### src/rtl/alu_defs_pkg.sv
// alu_defs: operation codes shared with the ALU control decoder, plus execute-stage state encoding
package alu_defs;
  localparam logic [3:0] OP_AND  = 4'b0000;
  localparam logic [3:0] OP_OR   = 4'b0001;
  localparam logic [3:0] OP_ADD  = 4'b0010;
  localparam logic [3:0] OP_SLL  = 4'b0011;
  localparam logic [3:0] OP_SRL  = 4'b0100;
  localparam logic [3:0] OP_MULA = 4'b0101;
  localparam logic [3:0] OP_SUB  = 4'b0110;
  localparam logic [3:0] OP_SLT  = 4'b0111;
  localparam logic [3:0] OP_ADDU = 4'b1000;
  localparam logic [3:0] OP_SUBU = 4'b1001;
  localparam logic [3:0] OP_XOR  = 4'b1010;
  localparam logic [3:0] OP_SLTU = 4'b1011;
  localparam logic [3:0] OP_NOR  = 4'b1100;
  localparam logic [3:0] OP_SRA  = 4'b1101;
  localparam logic [3:0] OP_LUI  = 4'b1110;
  typedef enum logic {IDLE, MUL} state_t;
endpackage

### src/rtl/alu_mul_seq.sv
// alu_mul_seq: WIDTH-iteration shift-add multiplier, product valid combinationally while done is high
module alu_mul_seq #(
  parameter int WIDTH = 32
) (
  input  logic             clk,
  input  logic             rst_n,
  input  logic             start,
  input  logic [WIDTH-1:0] a,
  input  logic [WIDTH-1:0] b,
  output logic             busy,
  output logic             done,
  output logic [WIDTH-1:0] product
);
  localparam int CW = $clog2(WIDTH);
  logic [WIDTH-1:0] a_sh, b_sh, acc;
  logic [CW-1:0] cnt;
  assign product = acc + (b_sh[0] ? a_sh : '0);
  assign done = busy && cnt == CW'(WIDTH - 1);
  always_ff @(posedge clk or negedge rst_n)
    if (!rst_n) begin
      a_sh <= '0;
      b_sh <= '0;
      acc  <= '0;
      cnt  <= '0;
      busy <= 1'b0;
    end else if (start) begin
      a_sh <= a;
      b_sh <= b;
      acc  <= '0;
      cnt  <= '0;
      busy <= 1'b1;
    end else if (busy) begin
      acc  <= product;
      a_sh <= a_sh << 1;
      b_sh <= b_sh >> 1;
      cnt  <= cnt + 1'b1;
      busy <= !done;
    end
endmodule

### src/rtl/alu_exec.sv
// alu_exec: execute-stage ALU with valid/ready handshakes and a sequential multiply
module alu_exec
  import alu_defs::*;
#(
  parameter int WIDTH = 32
) (
  input  logic             clk,
  input  logic             rst_n,
  input  logic             in_valid,
  output logic             in_ready,
  input  logic [3:0]       alu_ctrl,
  input  logic [WIDTH-1:0] bus_a,
  input  logic [WIDTH-1:0] bus_b,
  output logic             out_valid,
  input  logic             out_ready,
  output logic [WIDTH-1:0] result,
  output logic             zero,
  output logic             overflow,
  output logic             illegal
);
  state_t state, state_nx;
  logic [WIDTH-1:0] sum, dif, res_c, product;
  logic ovf_c, ill_c, fire, is_mul, start, busy, done;
  logic [4:0] sh;
  assign in_ready = state == IDLE && (!out_valid || out_ready);
  assign fire = in_valid && in_ready;
  assign is_mul = alu_ctrl == OP_MULA;
  assign start = fire && is_mul;
  assign sum = bus_a + bus_b;
  assign dif = bus_a - bus_b;
  assign sh = bus_a[4:0];
  assign state_nx = start ? MUL : (state == MUL && busy && !done) ? MUL : IDLE;
  always_comb begin
    res_c = '0;
    ovf_c = 1'b0;
    ill_c = 1'b0;
    case (alu_ctrl)
      OP_AND:  res_c = bus_a & bus_b;
      OP_OR:   res_c = bus_a | bus_b;
      OP_ADD: begin
        res_c = sum;
        ovf_c = bus_a[WIDTH-1] == bus_b[WIDTH-1] && sum[WIDTH-1] != bus_a[WIDTH-1];
      end
      OP_SLL:  res_c = bus_b << sh;
      OP_SRL:  res_c = bus_b >> sh;
      OP_MULA: res_c = '0;
      OP_SUB: begin
        res_c = dif;
        ovf_c = bus_a[WIDTH-1] != bus_b[WIDTH-1] && dif[WIDTH-1] != bus_a[WIDTH-1];
      end
      OP_SLT:  res_c = {{(WIDTH-1){1'b0}}, $signed(bus_a) < $signed(bus_b)};
      OP_ADDU: res_c = sum;
      OP_SUBU: res_c = dif;
      OP_XOR:  res_c = bus_a ^ bus_b;
      OP_SLTU: res_c = {{(WIDTH-1){1'b0}}, bus_a < bus_b};
      OP_NOR:  res_c = ~(bus_a | bus_b);
      OP_SRA:  res_c = $signed(bus_b) >>> sh;
      OP_LUI:  res_c = {bus_b[15:0], {(WIDTH-16){1'b0}}};
      default: ill_c = 1'b1;
    endcase
  end
  alu_mul_seq #(.WIDTH(WIDTH)) u_mul (
    .clk     (clk),
    .rst_n   (rst_n),
    .start   (start),
    .a       (bus_a),
    .b       (bus_b),
    .busy    (busy),
    .done    (done),
    .product (product)
  );
  always_ff @(posedge clk or negedge rst_n)
    if (!rst_n) begin
      state     <= IDLE;
      out_valid <= 1'b0;
      result    <= '0;
      zero      <= 1'b0;
      overflow  <= 1'b0;
      illegal   <= 1'b0;
    end else begin
      state <= state_nx;
      if (done) begin
        out_valid <= 1'b1;
        result    <= product;
        zero      <= product == '0;
        overflow  <= 1'b0;
        illegal   <= 1'b0;
      end else if (fire && !is_mul) begin
        out_valid <= 1'b1;
        result    <= res_c;
        zero      <= res_c == '0;
        overflow  <= ovf_c;
        illegal   <= ill_c;
      end else if (start || out_ready) out_valid <= 1'b0;
    end
endmodule

### config.mk
export PLATFORM = sky130hd
export DESIGN_NAME = alu_exec
export DESIGN_NICKNAME = d
export VERILOG_FILES = /design/src/rtl/alu_defs_pkg.sv /design/src/rtl/alu_mul_seq.sv /design/src/rtl/alu_exec.sv
export SDC_FILE = /design/constraint.sdc
export NUM_CORES = 1
export LEC_CHECK = 0
export ABC_AREA = 0
export BUFFER_PORTS_ARGS = -buffer_cell sky130_fd_sc_hd__buf_2
export CAP_MARGIN = 20
export CORE_MARGIN = 5
export CORE_UTILIZATION = 30
export DETAILED_ROUTE_END_ITERATION = 10
export PLACE_DENSITY = 0.46
export SYNTH_ARGS = -nofsm -noshare
export SYNTH_HDL_FRONTEND = slang
export SYNTH_SLANG_ARGS = --single-unit
### constraint.sdc
create_clock -name clk -period 3.27 [get_ports clk]
set_clock_uncertainty 0.15 [all_clocks]
set_input_delay 0.8175 -clock clk [delete_from_list [all_inputs] [get_ports clk]]
set_output_delay 0.8175 -clock clk [all_outputs]
set_load 0.01 [all_outputs]
Word level (Yosys, flattened, before mapping):

Cells that the tools add are included.

* logic and storage cells: 94
* bits in latches: 0
* flip-flop bits (word level): 139
* bits in writable memories: 0
* memories: 0
* ROM bits: 0
* bits of input ports: 72
* output and inout port bits: 37

* reductions and logical operators: 23
* divide/modulo/power cells: 0
* equal/unequal tests: 19
* multiplexer cells: 27
* shift operators: 3
* $lt $le $gt $ge: 2
* $add $sub $neg: 4
* multipliers: 0
* bitwise logic cells: 5

Operator list (count)
* 32-bit case mux with 12 select lines: 1
* 32-bit two-way mux: 9
* 32-bit adder: 2
* 32-bit zero test: 2
* 32-bit < comparator: 2
* 32-bit bitwise AND: 1
* 32-bit NOT: 1
* 32-bit bitwise OR: 1
* 32-bit by 5-bit left shift with 32-bit output: 1
* 32-bit by 5-bit right shift with 32-bit output: 1
* 32-bit by 5-bit >>> shifter with 32-bit output: 1
* 32-bit subtractor: 1
* 32-bit XOR: 1
* 4-bit == test (second input constant): 7
* 4-bit by 3-bit == test with 1-bit output (second input constant): 4
* 15-bit OR reduction: 1
* 1-bit two-way mux: 14
* 5-bit two-way mux: 2
* 1-bit logical AND: 9
* 4-bit by 2-bit == test with 1-bit output (second input constant): 2
* 5-bit by 1-bit adder with 5-bit output (second input constant): 1
* 5-bit == test (second input constant): 1
* 4-bit by 1-bit == test with 1-bit output (second input constant): 1
* 4-bit zero test: 1
* other kinds (9): 16

Depth between registers and ports, before layout:

Gate-level depths: netlist of the first run.

* depth after elaboration: 9
* gate-level depth with buffers: 17
* gate-level depth less buffers: 15

Modules after synthesis:

From an unflattened synthesis of the first run, not the netlist that was laid out.

* cell total of the unflattened synthesis: 2460
* area, all modules: 18945.7 um^2

By module, submodules not included
* alu_exec: area an instance 12518.3 um^2, instances 1, cells each 1761, sequential area each 925.9 um^2
* alu_mul_seq: area an instance 6427.4 um^2, instances 1, cells each 699, sequential area each 2552.4 um^2

Worst setup path after synthesis of the first run:

OpenSTA, ideal clock, no wires.

* path type: input to register
* from: in bus_a[2]
* to: reg zero
* slack: -2.035 ns
* setup time: 0.077 ns
* cell stages on the path: 17
* data required time: 3.043 ns
* arrival: 5.078 ns
* cell sequence: inv_2 > buf_1 > buf_1 > buf_1 > ha_1 > clkbuf_1 > nand2b_1 > a2111o_1 > and2_1 > xnor2_1 > a2111oi_0 > o211ai_1 > nor4_2 > nand4_1 > or4_1 > or4_1 > o21ai_1

* word-level cells in the longest chain between the ends: 6
* elaborated cells on any way between the ends: 15
* those cells by class: add/sub: 2; order compare: 2; shift: 3; mux: 3; bitwise: 4; reduce/logical: 1

Ends and longest elaborated chain
* start: declaration: line alu_exec.sv:12 `input logic [WIDTH-1:0] bus_a,`
* parallel branches: the longest is 2 deep, another holds 32-bit subtractor
* 32-bit case mux with 12 select lines (*): line alu_exec.sv:37 `case (alu_ctrl)`
* 32-bit zero test (*): line alu_exec.sv:91 `zero <= res_c == '0;`
* 1-bit two-way mux (*): line alu_exec.sv:88 `end else if (fire && !is_mul) begin`
* 1-bit two-way mux (*): line alu_exec.sv:82 `if (done) begin`
* end signal: assignment: line alu_exec.sv:77 `zero <= 1'b0;`
* end signal: assignment: line alu_exec.sv:85 `zero <= product == '0;`
* end signal: assignment: line alu_exec.sv:91
* end: declaration: line alu_exec.sv:17 `output logic zero,`

Mark *: on every way between the ends. The select of a mux whose other input is x is not followed.
A chain may end at the register's enable or synchronous reset.

Worst setup path after layout of the first run:

* from: in bus_a[0]
* to: reg zero

The elaborated chain is that of the path after synthesis.

==> flow_metrics.env, run 1 <==
export IMPL_power_density_mw_per_mm2=563
export IMPL_yosysWarningCount=0
export IMPL_tritoncts_buffer_count=17
export IMPL_finalWorstSetupSlack_ps=-885
export IMPL_critical_path_buf_inv_count=2
export IMPL_total_leakage_power_nw=14.1
export IMPL_failed_checks="setup timing"
export IMPL_mappedNetlistNets=2632
export IMPL_postSynth_asyncResetShare_pct=100
export IMPL_critical_path_top_delay_family="simple AND/OR/NAND/NOR gates"
export IMPL_synthDistinctLibCells=92
export IMPL_placeableCoreArea_mm2=0.0614
export IMPL_final_hold_violation_count=0
export IMPL_worst_r2r_startpoint="u_mul.b_sh[0]$_DFFE_PN0P_"
export IMPL_first_global_vias=24500
export IMPL_initial_antenna_violation_count=3
export IMPL_total_power_w=0.0174
export IMPL_cp_start_kind="input port"
export IMPL_run_status="complete, but fails checks"
export IMPL_die_area_mm2=0.0667
export IMPL_path_class="in -> reg"
export IMPL_top_level_ports=109
export IMPL_insertedDiodeCount=0
export IMPL_placed_cell_area_mm2=0.0272
export IMPL_totalNegativeSetupSlack_ps=-9960
export IMPL_gr_usage_all_layers_pct=35.9
export IMPL_synth_simple_gate_area_share_pct=20.2
export IMPL_first_pass_grt_wire_length_um=176000
export IMPL_tightestPinTransition_ps=1020
export IMPL_drive_above_1_share_pct=47.0
export IMPL_drc=0
export IMPL_globalRoute_totalOverflow=0
export IMPL_multiplexer_area_fraction_after_synthesis_pct=13.9
export IMPL_critical_path_max_stage_delay_ps=490
export IMPL_critical_path_slowest_cell="or4_4"
export IMPL_initial_utilization_pct=30.1
export IMPL_grt_start_max_net_pins=53
export IMPL_final_cells=4193
export IMPL_rsz0062_at_grt="yes"
export IMPL_syn_area_mm2=0.0185
export IMPL_num_vias=24400
export IMPL_place_detailed_hpwl_um=101000
export IMPL_crit_arrival_ps=4430
export IMPL_regArea_mm2=0.00348
export IMPL_syn_to_final_growth_pct=67.1
export IMPL_num_fill_cells=5974
export IMPL_syn_area_per_cell_um2=7.66
export IMPL_reg2reg_depth=18
export IMPL_synth_compound_area_share_pct=28.5
export IMPL_critical_path_cell_chain="buf_8 > ha_4 > inv_2 > fa_2 > nand2b_4 > a2111o_1 > and2_4 > xnor2_1 > a2111oi_1 > o211ai_1 > nor4_2 > nand4_1 > or4_4 > or4_1 > o21ai_1"
export IMPL_synth_top_family_by_area="compound AO/OA/AOI/OAI gates"
export IMPL_clock_path_buffers=2
export IMPL_layout_min_cycle_time_ps=4160
export IMPL_irDropWorstVdd_mv=0.757
export IMPL_ys_ff_latch=139
export IMPL_timing_hold_worst_class="in -> async"
export IMPL_report_final_setup_viol=35
export IMPL_yosys_area_share_adder_pct=9.86
export IMPL_worst_hold_slack_ps=103
export IMPL_cts_hold_buffers=0
export IMPL_critical_path_startpoint="bus_a[0]"
export IMPL_reg2reg_slack_ps=-740
export IMPL_reg2reg_to="zero$_DFFE_PN0P_"
export IMPL_synth_enable_flop_cells=0
export IMPL_place_gp_congestion=1.04
export IMPL_finalCritPeriodShare_pct=127
export IMPL_htreeDepth=4
export IMPL_path_depth=15
export IMPL_slew_headroom_pct=31.7
export IMPL_multiInputGateArea_mm2=0.0164
export IMPL_final_nets=3606
export IMPL_tritoncts="done"
export IMPL_clk_transition_reported_paths_ps=70
export IMPL_max_clock_freq_mhz=241
export IMPL_detailedRoute_firstIterationViolations=2133
export IMPL_final_ant_viol_nets=0
export IMPL_route_detailed_vias_per_inst=5.82
export IMPL_finalInstanceArea_mm2=0.0309
export IMPL_placed_cells_incl_taps=4091
export IMPL_worst_skew_pair_late_latency_ps=500
export IMPL_max_cap_violations=0
export IMPL_die_h_um=258
export IMPL_fp_dieW_um=258
export IMPL_drt_pass1_iter_count=5
export IMPL_core_rowCount=91
export IMPL_synth_seq_area_share_pct=18.8
export IMPL_critPathRequiredTime_ps=3550
export IMPL_final_slew_violations=0
export IMPL_clock_tree_root_cell="clkbuf_16"
export IMPL_worst_setup_path_end_kind="flip-flop"
export IMPL_port_buffers=108
export IMPL_wire_per_inst_um=29.6
export IMPL_yosys_area_share_xor_xnor_pct=2.27
export IMPL_critical_path_max_fanout=2
export IMPL_postRouteWirelength_um=124000
export IMPL_tritoncts_num_sinks=139
export IMPL_count_of_mapped_cells_out_of_synthesis=2416
export IMPL_synth_flop_cell="dfrtp_1"
how the worst max path moves through the flow:
stage | end | slack [ps]
floorplan | zero$_DFFE_PN0P_ | -1240
global placement | zero$_DFFE_PN0P_ | -1740
detailed placement | zero$_DFFE_PN0P_ | -1650
CTS | zero$_DFFE_PN0P_ | -830
global route | zero$_DFFE_PN0P_ | -1000
finish | zero$_DFFE_PN0P_ | -890
cells in the mapped netlist (32+ instances only):
cell      count  area share [%]
o21ai_0     203             5.5
a211oi_1     49             2.0
nand3_1      49             1.3
nor3_1       55             1.5
ha_1        141             9.5
dfrtp_1     139              19
mux2i_1     137             7.4
a22oi_1      36             1.5
nand2_1     242             4.9
clkbuf_1    137             2.8
inv_1       115             2.3
nor2_1      205             4.2
a21o_1       32             1.3
xnor2_1      35             1.7
and2_1       46             1.6
mux4_2       37             4.5
a21oi_1     168             4.5
per-layer routing:
metal	part of all wire, %	track usage, %	vias up	routed length [um]
met3	6.2	5.51	280	7740
met1	41	45.8	12100	51400
li1	-	-	11000	-
met4	6.3	18.1	4	7880
met5	0.021	0	-	26
met2	46	59.2	1045	57200
area by class of cell:
type / instances / share of cell area [%]
Clock buffer: 17 / 1.38
Multi-Input combinational cell: 1977 / 52.9
Tap cell: 790 / 3.20
Sequential cell: 139 / 11.3
Inverter: 120 / 1.56
Timing Repair Buffer: 1135 / 29.1
Clock inverter: 15 / 0.563
power by group:
part | switching [W] | internal (W) | total [W] | leakage (nW)
combinational | 0.00632 | 0.00594 | 0.0123 | 12.1
sequential | 0.000546 | 0.00244 | 0.00299 | 1.73
clock | 0.00101 | 0.00115 | 0.00216 | 0.294
total | 0.00787 | 0.00953 | 0.0174 | 14.1
cells in the final DEF (no fill, tap or decap), drive strengths merged, types with 11 or more instances in the layout:
cell type,count
a22oi,36
nand4,26
a21oi,169
xor2,13
xnor2,35
and2,46
inv,128
mux2i,138
nand2,243
ha,141
mux4,37
a221oi,17
o21a,14
dfrtp,139
o22ai,28
nor4,30
a21o,32
buf,1131
a2111oi,13
nand3,49
o2111ai,13
a211o,11
and3,13
nor3,55
or3,17
nor2,206
a211oi,50
o31ai,20
o21ai,205
nand2b,27
clkbuf,20
nor2b,16
a31oi,31
o211ai,31
o221ai,14
mux2,31
o21bai,11
cells by family after synthesis:
family	count (synthesis)
buf+inv	300
mux	206
xor+xnor	48
fa+ha+maj	144
compound gates	799
flops	139
simple gates	780
stage by stage:
stage / utilization [%] / worst slack, ps
after floorplan: - / -1240
after global placement: 44.4 / -1740
after detailed placement: 44.4 / -1650
after CTS: 49.1 / -828
after global routing: 50.4 / -1000
final: 50.4 / -885
sequential cells by signal (all words and copies together) (netlist names):
register	flops
overflow	1
u_mul.cnt	5
u_mul.b_sh	32
u_mul.acc	32
out_valid	1
illegal	1
u_mul.busy	1
zero	1
u_mul.a_sh	32
result	32
state	1
repair_timing:
action	4_1_cts	5_1_grt
gates resized for setup	364	146
pin swaps	129	101
setup buffers	72	35
gates cloned	2	0
endpoints found under the setup margin	43	46
Power figures use the tool's default switching activity.
==> inputs of run 2 (changes only) <==
PLACE_DENSITY = 0.44   (was 0.46)
clock period = 4.79 ns   (was 3.27 ns; I/O delays follow)
==> flow_metrics.env, run 2 (synthesized netlist as in run 1, its figures left out) <==
export IMPL_power_density_mw_per_mm2=364
export IMPL_worst_skew_pair_late_latency_ps=480
export IMPL_slew_headroom_pct=30.8
export IMPL_tritoncts_num_sinks=139
export IMPL_finalCritPeriodShare_pct=99.5
export IMPL_place_gp_congestion=1.06
export IMPL_critical_path_max_fanout=5
export IMPL_critPathRequiredTime_ps=5040
export IMPL_port_buffers=108
export IMPL_total_power_w=0.00923
export IMPL_first_global_vias=22500
export IMPL_report_final_setup_viol=0
export IMPL_total_leakage_power_nw=11.8
export IMPL_gr_usage_all_layers_pct=33.2
export IMPL_clk_transition_reported_paths_ps=60
export IMPL_reg2reg_depth=15
export IMPL_reg2reg_to="zero$_DFFE_PN0P_"
export IMPL_tightestPinTransition_ps=1020
export IMPL_wire_per_inst_um=29.8
export IMPL_die_area_mm2=0.0667
export IMPL_final_common_cell="buf_4"
export IMPL_initial_antenna_violation_count=7
export IMPL_final_ant_viol_nets=0
export IMPL_worstHoldEndpoint="out_valid$_DFFE_PN0P_"
export IMPL_placeableCoreArea_mm2=0.0614
export IMPL_syn_to_final_growth_pct=37.1
export IMPL_critical_path_startpoint="bus_b[0]"
export IMPL_worst_setup_path_end_kind="flip-flop"
export IMPL_route_detailed_vias_per_inst=5.90
export IMPL_timing_hold_worst_class="reg -> reg"
export IMPL_postRouteWirelength_um=114000
export IMPL_whs_path_depth=1
export IMPL_multiInputGateArea_mm2=0.0141
export IMPL_num_fill_cells=6391
export IMPL_first_pass_grt_wire_length_um=163000
export IMPL_final_hold_violation_count=0
export IMPL_num_vias=22600
export IMPL_max_clock_freq_mhz=210
export IMPL_clock_path_buffers=2
export IMPL_fp_dieW_um=258
export IMPL_layout_min_cycle_time_ps=4770
export IMPL_die_h_um=258
export IMPL_globalRoute_totalOverflow=0
export IMPL_detailedRoute_firstIterationViolations=2143
export IMPL_run_status="completed"
export IMPL_reg2reg_slack_ps=210
export IMPL_crit_arrival_ps=5010
export IMPL_final_nets=3244
export IMPL_totalNegativeSetupSlack_ps=0
export IMPL_most_common_layout_cells="buf_4, nand2_1, nor2_1"
export IMPL_drc=0
export IMPL_clock_tree_root_cell="clkbuf_16"
export IMPL_top_level_ports=109
export IMPL_path_class="in -> reg"
export IMPL_tritoncts_buffer_count=17
export IMPL_max_cap_violations=0
export IMPL_drt_pass1_iter_count=6
export IMPL_core_rowCount=91
export IMPL_worst_r2r_startpoint="u_mul.b_sh[0]$_DFFE_PN0P_"
export IMPL_place_detailed_hpwl_um=94000
export IMPL_tritoncts="done"
export IMPL_regArea_mm2=0.00348
export IMPL_irDropWorstVdd_mv=0.380
export IMPL_cp_start_kind="input port"
export IMPL_drive_above_1_share_pct=31.2
export IMPL_grt_start_max_net_pins=92
export IMPL_hold_path_startpoint="out_valid$_DFFE_PN0P_"
export IMPL_initial_utilization_pct=30.1
export IMPL_final_slew_violations=0
export IMPL_rsz0062_at_grt="yes"
export IMPL_htreeDepth=4
[run 2: cell types whose count changed in the layout (fill, tap and decap cells not counted), sizes merged]
cell and change:
buf -358, inv -2, bufbuf -1, bufinv -1, clkbuf -1, clkinvlp +1
diode +1
[run 2: critical path, cell delays in order]
cell and delay, ps:
buf_2 110, buf_4 130, ha_1 190, buf_4 190, nor2_1 200, o311ai_2 140
buf_4 170, a31oi_1 130, buf_4 160, a211oi_1 90, buf_4 160, o21ai_0 170
buf_4 170, a21oi_1 110, buf_4 190, buf_4 130, a211o_1 300, o21ai_2 130
o2111ai_4 230, or4_4 580, o21ai_1 120
[run 2: routing by layer]
metal	vias to the layer above	wire length [um]	GRT usage [%]
met5	-	81	0
met4	12	6580	15.5
met3	249	7610	5.86
met2	967	51800	53.5
met1	11100	48100	43.3
li1	10200	-	-
[run 2: metrics by stage]
| step | hold slack [ps] | worst slack (ps) | utilization, % | instances | instance area [um^2] |
|---|---|---|---|---|---|
| floorplan | 319 | -108 | - | 2416 | 18600 |
| global placement | 341 | -1420 | 39.9 | 3795 | 24500 |
| detailed placement | 347 | -1400 | 39.9 | 3795 | 24500 |
| CTS | 363 | 18.9 | 41.0 | 3829 | 25200 |
| global route | 385 | -2.86 | 41.3 | 3831 | 25400 |
| finish | 365 | 23.6 | 41.3 | 3832 | 25400 |
[run 2: how the worst max path moves through the flow]
stage / endpoint / slack (ps) / depth (start not counted)
after floorplan: zero$_DFFE_PN0P_ / -110 / 17
after global placement: zero$_DFFE_PN0P_ / -1420 / 20
after detailed placement: zero$_DFFE_PN0P_ / -1400 / 20
after CTS: zero$_DFFE_PN0P_ / 20 / 16
after global routing: zero$_DFFE_PN0P_ / -3 / 18
final: zero$_DFFE_PN0P_ / 20 / 21
[run 2: power breakdown]
| group | internal (W) | switching (W) |
|---|---|---|
| logic | 0.00247 | 0.00339 |
| registers | 0.00167 | 0.000359 |
| clock network | 0.000728 | 0.000626 |
| total | 0.00486 | 0.00437 |
[run 2: area by class of cell]
| type | instances | share of cell area, % |
|---|---|---|
| clock buffer | 19 | 1.71 |
| multi-input combinational | 1977 | 55.7 |
| antenna | 1 | 0.00987 |
| tap | 790 | 3.90 |
| sequential | 139 | 13.7 |
| clock inverter | 13 | 0.518 |
| timing repair buffer | 773 | 22.6 |
| inverter | 120 | 1.83 |
[run 2: timing repair]
item / 4_1_cts / 5_1_grt
buffers inserted: 2 / 2
endpoints found under the setup margin: 3 / 3
hold buffers: 0 / 0
endpoints found under the hold margin: 0 / 0
pin swaps: 2 / 3
resized for setup: 19 / 31
cloned: 0 / 0
